## src/rtl/controller_sequencer.sv

```systemverilog
// SAP-1 controller-sequencer: one-hot T1-T6 ring counter, opcode decode,
// run/single-step control and halt handling. Drives the 12-bit control word.
module controller_sequencer #(
    parameter bit EARLY_END = 1'b0
) (
    input  logic       CLK_bar,
    input  logic       CLR,
    input  logic       RUN,
    input  logic       STEP,
    input  logic [3:0] IR_op,
    output logic [5:0] T,
    output logic       Cp,
    output logic       Ep,
    output logic       Lm_bar,
    output logic       CE_bar,
    output logic       Li_bar,
    output logic       Ei_bar,
    output logic       La_bar,
    output logic       Lb_bar,
    output logic       Lo_bar,
    output logic       Ea,
    output logic       Su,
    output logic       Eu,
    output logic       HLT
);

    localparam logic [5:0] T1_ST = 6'b000001;
    localparam logic [5:0] T2_ST = 6'b000010;
    localparam logic [5:0] T3_ST = 6'b000100;
    localparam logic [5:0] T4_ST = 6'b001000;
    localparam logic [5:0] T5_ST = 6'b010000;
    localparam logic [5:0] T6_ST = 6'b100000;

    localparam logic [3:0] OP_LDA = 4'b0000;
    localparam logic [3:0] OP_ADD = 4'b0001;
    localparam logic [3:0] OP_SUB = 4'b0010;
    localparam logic [3:0] OP_OUT = 4'b1110;
    localparam logic [3:0] OP_HLT = 4'b1111;

    logic [5:0] t_q;
    logic [5:0] t_next;
    logic       halted;
    logic       halted_next;
    logic       step_d;
    logic       adv;
    logic       en_ok;
    logic       op_lda;
    logic       op_add;
    logic       op_sub;
    logic       op_out;
    logic       op_hlt;
    logic       op_undef;

    // Raw (ungated, active-high) control word from state decode
    logic cp_w, ep_w, lm_w, ce_w, li_w, ei_w, la_w, lb_w, lo_w, ea_w, su_w, eu_w;

    assign op_lda   = (IR_op == OP_LDA);
    assign op_add   = (IR_op == OP_ADD);
    assign op_sub   = (IR_op == OP_SUB);
    assign op_out   = (IR_op == OP_OUT);
    assign op_hlt   = (IR_op == OP_HLT);
    assign op_undef = ~(op_lda | op_add | op_sub | op_out | op_hlt);

    // Single-step advances only on a sampled 0->1 of STEP
    assign adv   = ~CLR & ~halted & (RUN | (STEP & ~step_d));
    assign en_ok = ~CLR & ~halted;

    // Next T-state and halt detection
    always_comb begin
        t_next      = t_q;
        halted_next = halted;
        if (adv) begin
            if ((t_q == T4_ST) && op_hlt) begin
                halted_next = 1'b1;
            end else begin
                case (t_q)
                    T1_ST:   t_next = T2_ST;
                    T2_ST:   t_next = T3_ST;
                    T3_ST:   t_next = (EARLY_END && op_undef) ? T1_ST : T4_ST;
                    T4_ST:   t_next = (EARLY_END && op_out) ? T1_ST : T5_ST;
                    T5_ST:   t_next = (EARLY_END && op_lda) ? T1_ST : T6_ST;
                    T6_ST:   t_next = T1_ST;
                    // Recover from any non-one-hot value
                    default: t_next = T1_ST;
                endcase
            end
        end
    end

    // State registers with synchronous clear
    always_ff @(posedge CLK_bar) begin
        if (CLR) begin
            t_q    <= T1_ST;
            halted <= 1'b0;
            step_d <= 1'b0;
        end else begin
            t_q    <= t_next;
            halted <= halted_next;
            step_d <= STEP;
        end
    end

    // Control word decode from T-state and opcode
    always_comb begin
        cp_w = 1'b0;
        ep_w = 1'b0;
        lm_w = 1'b0;
        ce_w = 1'b0;
        li_w = 1'b0;
        ei_w = 1'b0;
        la_w = 1'b0;
        lb_w = 1'b0;
        lo_w = 1'b0;
        ea_w = 1'b0;
        su_w = 1'b0;
        eu_w = 1'b0;
        case (t_q)
            T1_ST: begin
                ep_w = 1'b1;
                lm_w = 1'b1;
            end
            T2_ST: begin
                cp_w = 1'b1;
            end
            T3_ST: begin
                ce_w = 1'b1;
                li_w = 1'b1;
            end
            T4_ST: begin
                if (op_lda | op_add | op_sub) begin
                    ei_w = 1'b1;
                    lm_w = 1'b1;
                end else if (op_out) begin
                    ea_w = 1'b1;
                    lo_w = 1'b1;
                end
            end
            T5_ST: begin
                if (op_lda) begin
                    ce_w = 1'b1;
                    la_w = 1'b1;
                end else if (op_add | op_sub) begin
                    ce_w = 1'b1;
                    lb_w = 1'b1;
                end
            end
            T6_ST: begin
                if (op_add | op_sub) begin
                    su_w = op_sub;
                    eu_w = 1'b1;
                    la_w = 1'b1;
                end
            end
            default: ;
        endcase
    end

    // Load strobes only fire on an advancing cycle; bus enables follow state
    assign Cp     = cp_w & adv;
    assign Lm_bar = ~(lm_w & adv);
    assign Li_bar = ~(li_w & adv);
    assign La_bar = ~(la_w & adv);
    assign Lb_bar = ~(lb_w & adv);
    assign Lo_bar = ~(lo_w & adv);
    assign Ep     = ep_w & en_ok;
    assign CE_bar = ~(ce_w & en_ok);
    assign Ei_bar = ~(ei_w & en_ok);
    assign Ea     = ea_w & en_ok;
    assign Su     = su_w & en_ok;
    assign Eu     = eu_w & en_ok;

    assign T   = t_q;
    assign HLT = halted;

endmodule
```

## config.mk

```make
export PLATFORM = sky130hd
export DESIGN_NAME = controller_sequencer
export DESIGN_NICKNAME = d
export VERILOG_FILES = /design/src/rtl/controller_sequencer.sv
export SDC_FILE = /design/constraint.sdc
export NUM_CORES = 1
export LEC_CHECK = 0
export BUFFER_PORTS_ARGS = -buffer_cell sky130_fd_sc_hd__buf_2
export CAP_MARGIN = 20
export CORE_AREA = 2 2 39 41
export CTS_BUF_LIST = sky130_fd_sc_hd__clkbuf_4 sky130_fd_sc_hd__clkbuf_8 sky130_fd_sc_hd__clkbuf_16
export CTS_CLUSTER_DIAMETER = 30
export DETAILED_ROUTE_END_ITERATION = 8
export DIE_AREA = 0 0 41 43
export PLACE_DENSITY_LB_ADDON = 0.15
export SETUP_SLACK_MARGIN = 0.05
export SLEW_MARGIN = 0
export SYNTH_ARGS = -nofsm -noshare
export SYNTH_HDL_FRONTEND = slang
export SYNTH_SLANG_ARGS = --single-unit
```

## constraint.sdc

```tcl
create_clock -name CLK_bar -period 1.9 [get_ports CLK_bar]
set_input_delay 0 -clock CLK_bar [delete_from_list [all_inputs] [get_ports CLK_bar]]
set_output_delay 0 -clock CLK_bar [all_outputs]
set_load 0.02 [all_outputs]
```

=== Word level (Yosys, flattened, before mapping) ===
Index checks and enable logic that the tools add are counted.

* Input bits: 8
* Output and inout bits: 19
* Register bits after elaboration: 8
* Word-level logic and storage cells: 67

* Equal/unequal tests: 10
* Muxes and demuxes: 20
* Bitwise operators: 30
* Reductions and logical operators: 4

{| class="wikitable"
|+ Operator list
! cell !! count
|-
| one-hot mux 6 bit (5 select lines) || 1
|-
| two-way mux 1 bit || 16
|-
| AND 1 bit || 15
|-
| NOT 1 bit || 11
|-
| == test 4 bit, second input constant || 2
|-
| == test 6 x 1 -> 1 bit, second input constant || 1
|-
| == test 6 x 2 -> 1 bit, second input constant || 1
|-
| == test 6 x 3 -> 1 bit, second input constant || 1
|-
| == test 6 x 4 -> 1 bit, second input constant || 1
|-
| == test 6 x 5 -> 1 bit, second input constant || 1
|-
| == test 6 bit, second input constant || 1
|-
| one-hot mux 1 bit (2 select lines) || 3
|-
| == test 4 x 1 -> 1 bit, second input constant || 1
|-
| == test 4 x 2 -> 1 bit, second input constant || 1
|-
| logical NOT 4 bit || 1
|-
| OR 1 bit || 4
|-
| AND reduction 2 bit || 2
|-
| logical AND 1 bit || 1
|}

=== Longest topological paths before layout ===
Gate-level depths: netlist of run 1.

* Depth after elaboration: 7
* Depth in mapped cells: 5
* Gate-level depth less buffers: 4

=== Worst setup path after synthesis of run 1 ===
OpenSTA, ideal clock, no wires.

* Path kind: register -> output
* Start: reg t_q[4] (netlist: T[4])
* End: out Ea
* Path buffers: 0
* Setup slack: -0.036 ns
* Data arrival time: 1.936 ns
* Stages on the path, launching flop included: 5
* Required time: 1.900 ns
* Cell sequence: dfxtp_1 > or4_4 > nor3b_2 > nand3_1 > nor4_1

* Longest elaborated chain between the ends: 3

{| class="wikitable"
|+ RTL lines
! what !! RTL line !! source
|-
| from (decl) || 40 || <nowiki>logic [5:0] t_q;</nowiki>
|-
| from (signal assigned) || 97 || <nowiki>t_q <= t_next;</nowiki>
|-
| == test 6 x 4 -> 1 bit || 117 || <nowiki>case (t_q)</nowiki>
|-
| two-way mux 1 bit || 117 ||
|-
| AND 1 bit || 168 || <nowiki>assign Ea = ea_w & en_ok;</nowiki>
|-
| to (decl) || 21 || <nowiki>output logic Ea,</nowiki>
|}

No other way between the ends.

=== Final worst setup path of run 1 ===
* Start: reg t_q[4] (netlist: T[4])
* End: out Lo_bar

* Longest elaborated chain between the ends: 4

{| class="wikitable"
|+ RTL lines
! what !! RTL line !! source
|-
| == test 6 x 4 -> 1 bit || 117 ||
|-
| two-way mux 1 bit || 117 ||
|-
| AND 1 bit || 164 || <nowiki>assign Lo_bar = ~(lo_w & adv);</nowiki>
|-
| NOT 1 bit || 164 ||
|-
| to (decl) || 20 || <nowiki>output logic Lo_bar,</nowiki>
|}

No other way between the ends.

==> results of run 1 <==
[cell families (layout without fill, tap and decap cells)]
logic type,count (synthesis),count (layout)
and+or+nand+nor,43,43
AOI/OAI and AO/OA,16,16
DFF,8,8
buffers and inverters,2,49
xor gates and xnor gates,1,1
[metrics by stage]
stage                     cells  hold WS (ns)
after floorplan              70         0.128
after global placement      123         0.224
after detailed placement    123         0.232
after CTS                   132        0.0344
after global routing        133        0.0682
final                       133        0.0546
[flip-flops by register name, indices dropped and copies added, names as in the netlist]
signal,count
T,6
HLT,1
step_d,1
[cell usage in the layout, fill, tap and decap left out, types with 2 or more instances in the layout]
master | netlist | final
clkbuf_4 | 0 | 3
buf_4 | 0 | 22
buf_6 | 0 | 3
nand2_1 | 4 | 4
nor2b_1 | 2 | 2
or4_1 | 2 | 2
dfxtp_1 | 8 | 7
nor2_1 | 6 | 6
a21oi_1 | 6 | 6
nand4_1 | 2 | 2
nor3_1 | 3 | 2
o21ai_0 | 6 | 6
nand3_1 | 5 | 4
nor3b_2 | 1 | 6
buf_2 | 0 | 19
[path summary, 6_finish.rpt]
check / from / end / slack [ns] / cells past startpoint
max: T[4]$_SDFFE_PP0P_ / Lo_bar / -0.18 / 5
min: CLR / T[1]$_SDFFE_PP0P_ / 0.05 / 2
max reg2reg: T[4]$_SDFFE_PP0P_ / T[0]$_SDFFE_PP1P_ / 0.09 / 6
min reg2reg: T[1]$_SDFFE_PP0P_ / T[1]$_SDFFE_PP0P_ / 0.54 / 2
[repair_timing]
| action | CTS | global route |
|---|---|---|
| hold buffers | 1 | 0 |
| setup endpoints to repair | 6 | 13 |
| pin swaps | 6 | 2 |
| endpoints found under the hold margin | 1 | 0 |
| buffers inserted | 5 | 1 |
| resized for setup | 12 | 9 |
[routing by layer]
| metal | vias to the layer above | share of wire | global-route usage |
|---|---|---|---|
| met4 | 0 | 0.0045 | 0.100 |
| met3 | 2 | 0.043 | 0.0471 |
| met2 | 20 | 0.54 | 0.338 |
| met5 | - | 0 | 0 |
| met1 | 363 | 0.41 | 0.291 |
| li1 | 364 | - | - |
[final cells by class]
| type | count | area (um^2) | share of cell area |
|---|---|---|---|
| Clock buffer | 3 | 22.5 | 0.0237 |
| Inverter | 1 | 3.75 | 0.00394 |
| Multi-Input combinational cell | 60 | 440 | 0.463 |
| Timing Repair Buffer | 45 | 304 | 0.319 |
| Tap cell | 16 | 20.0 | 0.0210 |
| Sequential cell | 8 | 161 | 0.170 |
[power groups by stage]
| stage | Clock, uW | Combinational [uW] | Sequential, uW |
|---|---|---|---|
| 2_1_floorplan | 0 | 56.2 | 191 |
| 3_3_place_gp | 0 | 110 | 183 |
| 3_5_place_dp | 0 | 111 | 184 |
| 4_1_cts | 137 | 124 | 180 |
| 5_1_grt | 146 | 140 | 182 |
| 6_report | 131 | 129 | 181 |
==> results.ini, run 1 <==
[setup_path]
crit_chain = or4_4, nor3b_4, nand3_2, or4b_4, buf_6
criticalPathCategory = reg2out
cp_slowest_stage_delay_ns = 0.54
path_max_fanout = 4
cp-end-kind = output pin
crit_arrival_ns = 2.08
critPathBufInv = 1
critical_path_required_ns = 1.90
startpoint_type = flip-flop
critical-path-top-delay-family = simple AND/OR/NAND/NOR gates
cp_slowest_cell = or4_4

[power_and_ir_drop]
leakagePower_uw = 0.000403
p_comb_frac = 0.293
intPower_uw = 305
pwr-share-seq = 0.410
switchingPower_uw = 134
finalPower_uw = 440
pwr-share-clk = 0.297
ir_worst_vdd_uv = 320
power_density_nw_per_um2 = 462
swShare = 0.306

[sta]
timing.setup.tns_ns = -0.646
fmax_mhz = 480
finClkSkew_ns = 0.00231
period_minus_slack_ns = 2.08
finalMaxSlewViolations = 0
relSlewSlack = 0.629
fin_ws_ns = -0.184
hold_violations = 0
rsz0062_at_grt = yes
setup-violations-final = 6
finalCritPeriodShare = 1.10
tightest_slew_ns = 0.551

[synthesis]
synth_top_family_by_area = simple AND/OR/NAND/NOR gates
ys.flop_type = dfxtp_1
synthCells = 70
yosysMostFrequentCell = dfxtp_1
yosys.area_share.simple = 0.495
synth_top_area_frac = 0.299
netlist-cell-type-count = 29
synthXorXnorAreaFrac = 0.0164
synthTopCellsByArea = dfxtp_1 (30%), nor3b_1 (9.8%), a21oi_1 (5.6%)
synthTopCellsByCount = dfxtp_1 (8), nor3b_1 (7), a21oi_1 (6), nor2_1 (6), o21ai_0 (6)
syn_area_per_cell_um2 = 7.65
synthArstFlopShare = 0
synth_edf_count = 0
synth_warnings = 0
syn_area_um2 = 536
muxShareOfSynthArea = 0
synth_top_area_cell = dfxtp_1
syn_nets = 78
ys_seq_elements = 8
synth-compound-area-share = 0.175
synth_fa_ha_area_frac = 0
yosysSeqAreaShare = 0.299

[floorplanning]
top_level_ports = 27
die_y_um = 43
initial_core_util = 0.387
core_um2 = 1380
die-area_um2 = 1760
rows = 14
die_w_um = 41

[clocking]
clk_pin_slew_ns = 0.05
cts_made_buffers = 3
htreeDepth = 1
clock_sinks = 8
cts_tree = built
root_buffer = clkbuf_4
clock_latency_ns = 0.25
clock_path_buffers = 2

[cells_and_area]
antenna_cells = 0
syn2layout_area_growth_pct = 77.8
finalNetCount = 127
layout-drive-gt1-share = 0.538
fill_cells = 124
postLayoutCoreUtil = 0.688
final_area_um2 = 952

[global_route]
grt_pass1_vias = 660
grt_start_max_net_pins = 11
antenna_found_initial = 0
grt_use_total = 0.223
grt_pass1_wl_mm = 2.70
grt_overflow = 0

[status]
status = finished with violations
violations = setup timing

[hold_path]
hold_path.class = in2reg

[drt]
drc_errors = 0
drt_iter0_drc = 17
wire_per_inst_um = 13.3
vias = 749
first_pass_iters = 4
ant_nets = 0
avgViaCountPerCell = 5.63
routed_wl_mm = 1.77

[placed_design]
dpl_cell_area_um2 = 792
port_buffers = 26
pre_cts_ws_ns = 0.0353
dp_hpwl_mm = 1.24
gp_congestion = 0.846

[flow_run]
maxCapViolCount = 0

(Power assumes the default switching activity.)
==> inputs of run 2 (changes only) <==
--- a/config.mk
+++ b/config.mk
@@ -12,7 +12,8 @@
 export CTS_CLUSTER_DIAMETER = 30
 export DETAILED_ROUTE_END_ITERATION = 8
 export DIE_AREA = 0 0 41 43
-export PLACE_DENSITY_LB_ADDON = 0.15
+export HOLD_SLACK_MARGIN = 0.12
+export PLACE_DENSITY = 0.83
 export SETUP_SLACK_MARGIN = 0.05
 export SLEW_MARGIN = 0
 export SYNTH_ARGS = -nofsm -noshare
==> run 2 against run 1 <==
Effect of this change: the flow still finishes with violations (setup timing); non-clock buffer count up 2; hold slack gained 0.30 ns; sequential power about the same; global-route usage is 0.22 points higher; sequential share of layout area shrank 0.12 points; setup slack improved by 0.022 ns; combinational power is 21% higher; critical endpoint unchanged; highest routed layer unchanged.
==> results.ini, run 2 (synthesized netlist as in run 1, its figures left out) <==
[setup_path]
rrSetupSlack_ns = 0.07
cp-end-kind = output pin
criticalPathCategory = reg2out
path_max_fanout = 4
crit_arrival_ns = 2.06
r2r_cells = 6
crit_start = T[4]$_SDFFE_PP0P_
critical_path_required_ns = 1.90
r2r_end = T[0]$_SDFFE_PP1P_
startpoint_type = flip-flop
r2r_start = T[3]$_SDFFE_PP0P_

[placed_design]
dp_hpwl_mm = 1.22
port_buffers = 26
pre_cts_ws_ns = 0.0390
gp_congestion = 0.780

[global_route]
grt_use_total = 0.225
antenna_found_initial = 0
grt_pass1_vias = 663
grt_overflow = 0
grt_start_max_net_pins = 11
grt_pass1_wl_mm = 2.75

[status]
violations = setup timing
status = finished with violations

[sta]
fmax_mhz = 485
hold_violations = 0
finalCritPeriodShare = 1.09
tightest_slew_ns = 0.615
relSlewSlack = 0.586
finClkSkew_ns = 0.000386
finalMaxSlewViolations = 0
period_minus_slack_ns = 2.06
setup-violations-final = 7
rsz0062_at_grt = yes
fin_ws_ns = -0.163

[cells_and_area]
syn2layout_area_growth_pct = 84.6
postLayoutCoreUtil = 0.714
fill_cells = 108
layout-drive-gt1-share = 0.563
antenna_cells = 0
largest_register_ffs = 6
finalNetCount = 129
final_cell_mix = buf_2 (20), buf_4 (20), nor2_1 (6), o21ai_0 (6), a21oi_1 (6)

[clocking]
root_buffer = clkbuf_4
cts_made_buffers = 3
htreeDepth = 1
clock_sinks = 8
clk_pin_slew_ns = 0.05
clock_path_buffers = 2
clock_latency_ns = 0.24
cts_tree = built

[power_and_ir_drop]
pwr-share-seq = 0.396
swShare = 0.294
ir_worst_vdd_uv = 394
pwr-share-clk = 0.263
power_density_nw_per_um2 = 462
leakagePower_uw = 0.000414
switchingPower_uw = 134
p_comb_frac = 0.341
intPower_uw = 322

[drt]
ant_nets = 0
drt_iter0_drc = 18
first_pass_iters = 4
avgViaCountPerCell = 5.69
vias = 768
routed_wl_mm = 1.98
drc_errors = 0
wire_per_inst_um = 14.6

[floorplanning]
core_um2 = 1380
die_y_um = 43
initial_core_util = 0.387
die_w_um = 41
top_level_ports = 27
rows = 14
die-area_um2 = 1760

[hold_path]
min_to = HLT$_SDFFE_PP0P_
whs_path_depth = 5
hold_path.class = in2reg
min_from = IR_op[0]

[flow_run]
maxCapViolCount = 0

==> run 2: cell count changes in the layout (fill, tap and decap cells not counted), sizes merged <==
cell and change:
buf -1, dlygate4sd3 +3
==> run 2: cell type report <==
type	instances	area [um^2]	area share
Clock buffer	3	22.5	0.0228
Inverter	1	3.75	0.00380
Multi-Input combinational cell	60	452	0.457
Sequential cell	8	166	0.168
Tap cell	16	20.0	0.0203
Timing Repair Buffer	47	324	0.328
==> run 2: how the worst max path moves through the flow <==
stage	end	slack, ns	depth (start not counted)
final	Lo_bar	-0.16	5
after global routing	La_bar	-0.21	5
after CTS	Lo_bar	-0.17	5
after detailed placement	Lo_bar	0.04	5
after global placement	Lo_bar	0.07	5
after floorplan	Lo_bar	0.07	4
==> run 2: per-layer routing <==
metal  wire, um  global-route usage  part of all wire
met1        841               0.305              0.43
met3        112              0.0262             0.057
met5          0                   0                 0
met2       1010               0.325              0.51
met4          8               0.140            0.0040
==> run 2: stage by stage <==
| stage | hold WS [ns] | area [um^2] | total power (uW) | std cells | TNS, ns |
|---|---|---|---|---|---|
| 6_report | 0.354 | 988 | 457 | 135 | -0.724 |
| 5_1_grt | 0.387 | 988 | 480 | 135 | -1.26 |
| 4_1_cts | 0.308 | 933 | 447 | 135 | -0.606 |
| 3_5_place_dp | 0.231 | 777 | 294 | 121 | 0 |
| 3_3_place_gp | 0.224 | 777 | 292 | 121 | 0 |
| 2_1_floorplan | 0.128 | 556 | 248 | 70 | 0 |
==> run 2: power by group through the flow <==
stage | Sequential, uW | Clock (uW) | Combinational (uW)
2_1_floorplan | 191 | 0 | 56.2
3_3_place_gp | 183 | 0 | 109
3_5_place_dp | 183 | 0 | 111
4_1_cts | 181 | 127 | 138
5_1_grt | 181 | 133 | 166
6_report | 181 | 120 | 156
==> run 2: timing repair <==
| action | CTS | global route |
|---|---|---|
| buffers inserted | 7 | 1 |
| pin swaps | 7 | 7 |
| endpoints found under the setup margin | 7 | 17 |
| hold buffers | 4 | 0 |
| endpoints found under the hold margin | 8 | 0 |
| gates cloned | 0 | 0 |
| gates resized for setup | 13 | 13 |
==> run 2: worst max-delay path, cell delays in order (launching register included) <==
cell and delay (ns):
dfxtp_2 0.33, or4_4 0.54, nor3b_4 0.22, nand3_2 0.09, or4b_4 0.49, buf_6 0.15
==> inputs of run 3 (changes only) <==
--- a/config.mk
+++ b/config.mk
@@ -7,13 +7,12 @@
 export LEC_CHECK = 0
 export BUFFER_PORTS_ARGS = -buffer_cell sky130_fd_sc_hd__buf_2
 export CAP_MARGIN = 20
-export CORE_AREA = 2 2 39 41
-export CTS_BUF_LIST = sky130_fd_sc_hd__clkbuf_4 sky130_fd_sc_hd__clkbuf_8 sky130_fd_sc_hd__clkbuf_16
+export CORE_UTILIZATION = 24
+export CTS_BUF_LIST = sky130_fd_sc_hd__clkbuf_4
 export CTS_CLUSTER_DIAMETER = 30
 export DETAILED_ROUTE_END_ITERATION = 8
-export DIE_AREA = 0 0 41 43
 export HOLD_SLACK_MARGIN = 0.12
-export PLACE_DENSITY = 0.83
+export PLACE_DENSITY = 0.59
 export SETUP_SLACK_MARGIN = 0.05
 export SLEW_MARGIN = 0
 export SYNTH_ARGS = -nofsm -noshare
==> run 3 against run 2 <==
Effect of this change: the flow still finishes with violations (setup timing); via count down 2.5%; critical path depth unchanged; sequential cell count stayed put; clock skew is 0.0024 ns higher; largest power group unchanged.
==> results.ini, run 3 (synthesized netlist as in run 1, its figures left out) <==
[status]
status = finished with violations
violations = setup timing

[global_route]
grt_overflow = 0
grt_use_total = 0.156
grt_pass1_wl_mm = 2.93
antenna_found_initial = 0
grt_pass1_vias = 708
grt_start_max_net_pins = 11

[setup_path]
rrSetupSlack_ns = 0.03
cp-end-kind = output pin
r2r_start = T[4]$_SDFFE_PP0P_
r2r_cells = 8
crit_end = Lo_bar
startpoint_type = flip-flop
crit_start = T[4]$_SDFFE_PP0P_
criticalPathCategory = reg2out
crit_arrival_ns = 2.06
r2r_end = T[3]$_SDFFE_PP0P_
path_max_fanout = 5
critical_path_required_ns = 1.90

[cells_and_area]
final_cell_mix = buf_2 (20), buf_4 (19), nor2_1 (6), o21ai_0 (6), buf_6 (6)
largest_register_ffs = 6
fill_cells = 204
syn2layout_area_growth_pct = 95.6
layout-drive-gt1-share = 0.587
antenna_cells = 0
layout_commonest_cell = buf_2
finalNetCount = 131

[drt]
ant_nets = 0
vias = 749
drc_errors = 0
first_pass_iters = 4
routed_wl_mm = 1.86
drt_iter0_drc = 13
wire_per_inst_um = 12.5
avgViaCountPerCell = 5.06

[power_and_ir_drop]
switchingPower_uw = 135
p_comb_frac = 0.316
leakagePower_uw = 0.000437
pwr-share-seq = 0.405
ir_worst_vdd_uv = 239
power_density_nw_per_um2 = 427
intPower_uw = 312
pwr-share-clk = 0.279
swShare = 0.302
finalPower_uw = 448

[hold_path]
hold_path.class = in2reg
whs_path_depth = 5

[floorplanning]
initial_core_util = 0.265
rows = 16
top_level_ports = 27
die_w_um = 49.2
core_um2 = 2020
die_y_um = 49.2
die-area_um2 = 2420

[clocking]
clock_sinks = 8
clock_path_buffers = 2
clock_latency_ns = 0.25
clk_pin_slew_ns = 0.05
root_buffer = clkbuf_4
htreeDepth = 1
cts_made_buffers = 3
cts_tree = built

[sta]
setup-violations-final = 9
rsz0062_at_grt = yes
fin_ws_ns = -0.163
timing.setup.tns_ns = -0.881
fmax_mhz = 485
hold_violations = 0
relSlewSlack = 0.613
tightest_slew_ns = 0.574
period_minus_slack_ns = 2.06
finalMaxSlewViolations = 0
finalCritPeriodShare = 1.09
finClkSkew_ns = 0.00276

[flow_run]
maxCapViolCount = 0

[placed_design]
dp_hpwl_mm = 1.35
port_buffers = 26
gp_congestion = 0.796
pre_cts_ws_ns = 0.0273

[run 3: changes by cell type in the layout (fill, tap and decap cells not counted)]
cell,delta
dfxtp_2,+1
buf_6,+3
nor3_2,-1
a21oi_2,+1
nor4_1,+1
nor3b_2,+1
buf_4,-1
nor3_4,+1
dfxtp_1,-1
nor4_4,+1
nor4_2,-2
nor3b_1,-1
a21oi_1,-1
[run 3: how the worst min path moves through the flow]
stage          startpoint  slack [ns]                end
6_report         IR_op[2]        0.39  T[4]$_SDFFE_PP0P_
5_1_grt          IR_op[3]        0.44             Lo_bar
4_1_cts          IR_op[3]        0.39   HLT$_SDFFE_PP0P_
3_5_place_dp         STEP        0.23  step_d$_SDFF_PP0_
3_3_place_gp         STEP        0.22  step_d$_SDFF_PP0_
2_1_floorplan        STEP        0.13  step_d$_SDFF_PP0_
[run 3: final cells by class]
class | count | area [um^2] | area share
multi-input cells | 60 | 469 | 0.448
repair buffers | 49 | 350 | 0.335
flip-flops and latches | 8 | 168 | 0.160
well taps | 27 | 33.8 | 0.0323
clock buffers | 3 | 22.5 | 0.0215
inverters | 1 | 3.75 | 0.00358
[run 3: worst max-delay path, cell delays in order (launching register included)]
cell and delay (ns):
dfxtp_2 0.34, or4_4 0.54, nor3b_4 0.21, nand3_2 0.09
or4b_4 0.49, buf_6 0.15
[run 3: metrics by stage]
stage / utilization / cells / hold slack [ns] / instance area [um^2]
6_report: 0.518 / 148 / 0.395 / 1050
5_1_grt: 0.518 / 148 / 0.444 / 1050
4_1_cts: 0.460 / 144 / 0.386 / 930
3_5_place_dp: 0.395 / 133 / 0.232 / 798
3_3_place_gp: 0.395 / 133 / 0.223 / 798
2_1_floorplan: - / 70 / 0.128 / 556
[run 3: power by group through the flow]
stage / Sequential, uW / Combinational [uW] / Clock (uW)
floorplan: 191 / 56.2 / 0
global placement: 184 / 110 / 0
detailed placement: 184 / 112 / 0
CTS: 181 / 125 / 131
global route: 182 / 152 / 143
finish: 181 / 141 / 125
[run 3: what timing repair did]
item	4_1_cts	5_1_grt
buffers inserted	4	4
gates resized for setup	12	21
hold endpoints to repair	7	0
pin swaps	6	11
endpoints found under the setup margin	7	15
hold buffers	4	0
[run 3: metal layers]
layer  track usage  wire length [um]  part of all wire
met1         0.178               769              0.41
met3        0.0187                61             0.033
met5             0                 0                 0
met4         0.103                29             0.016
met2         0.269               996              0.54
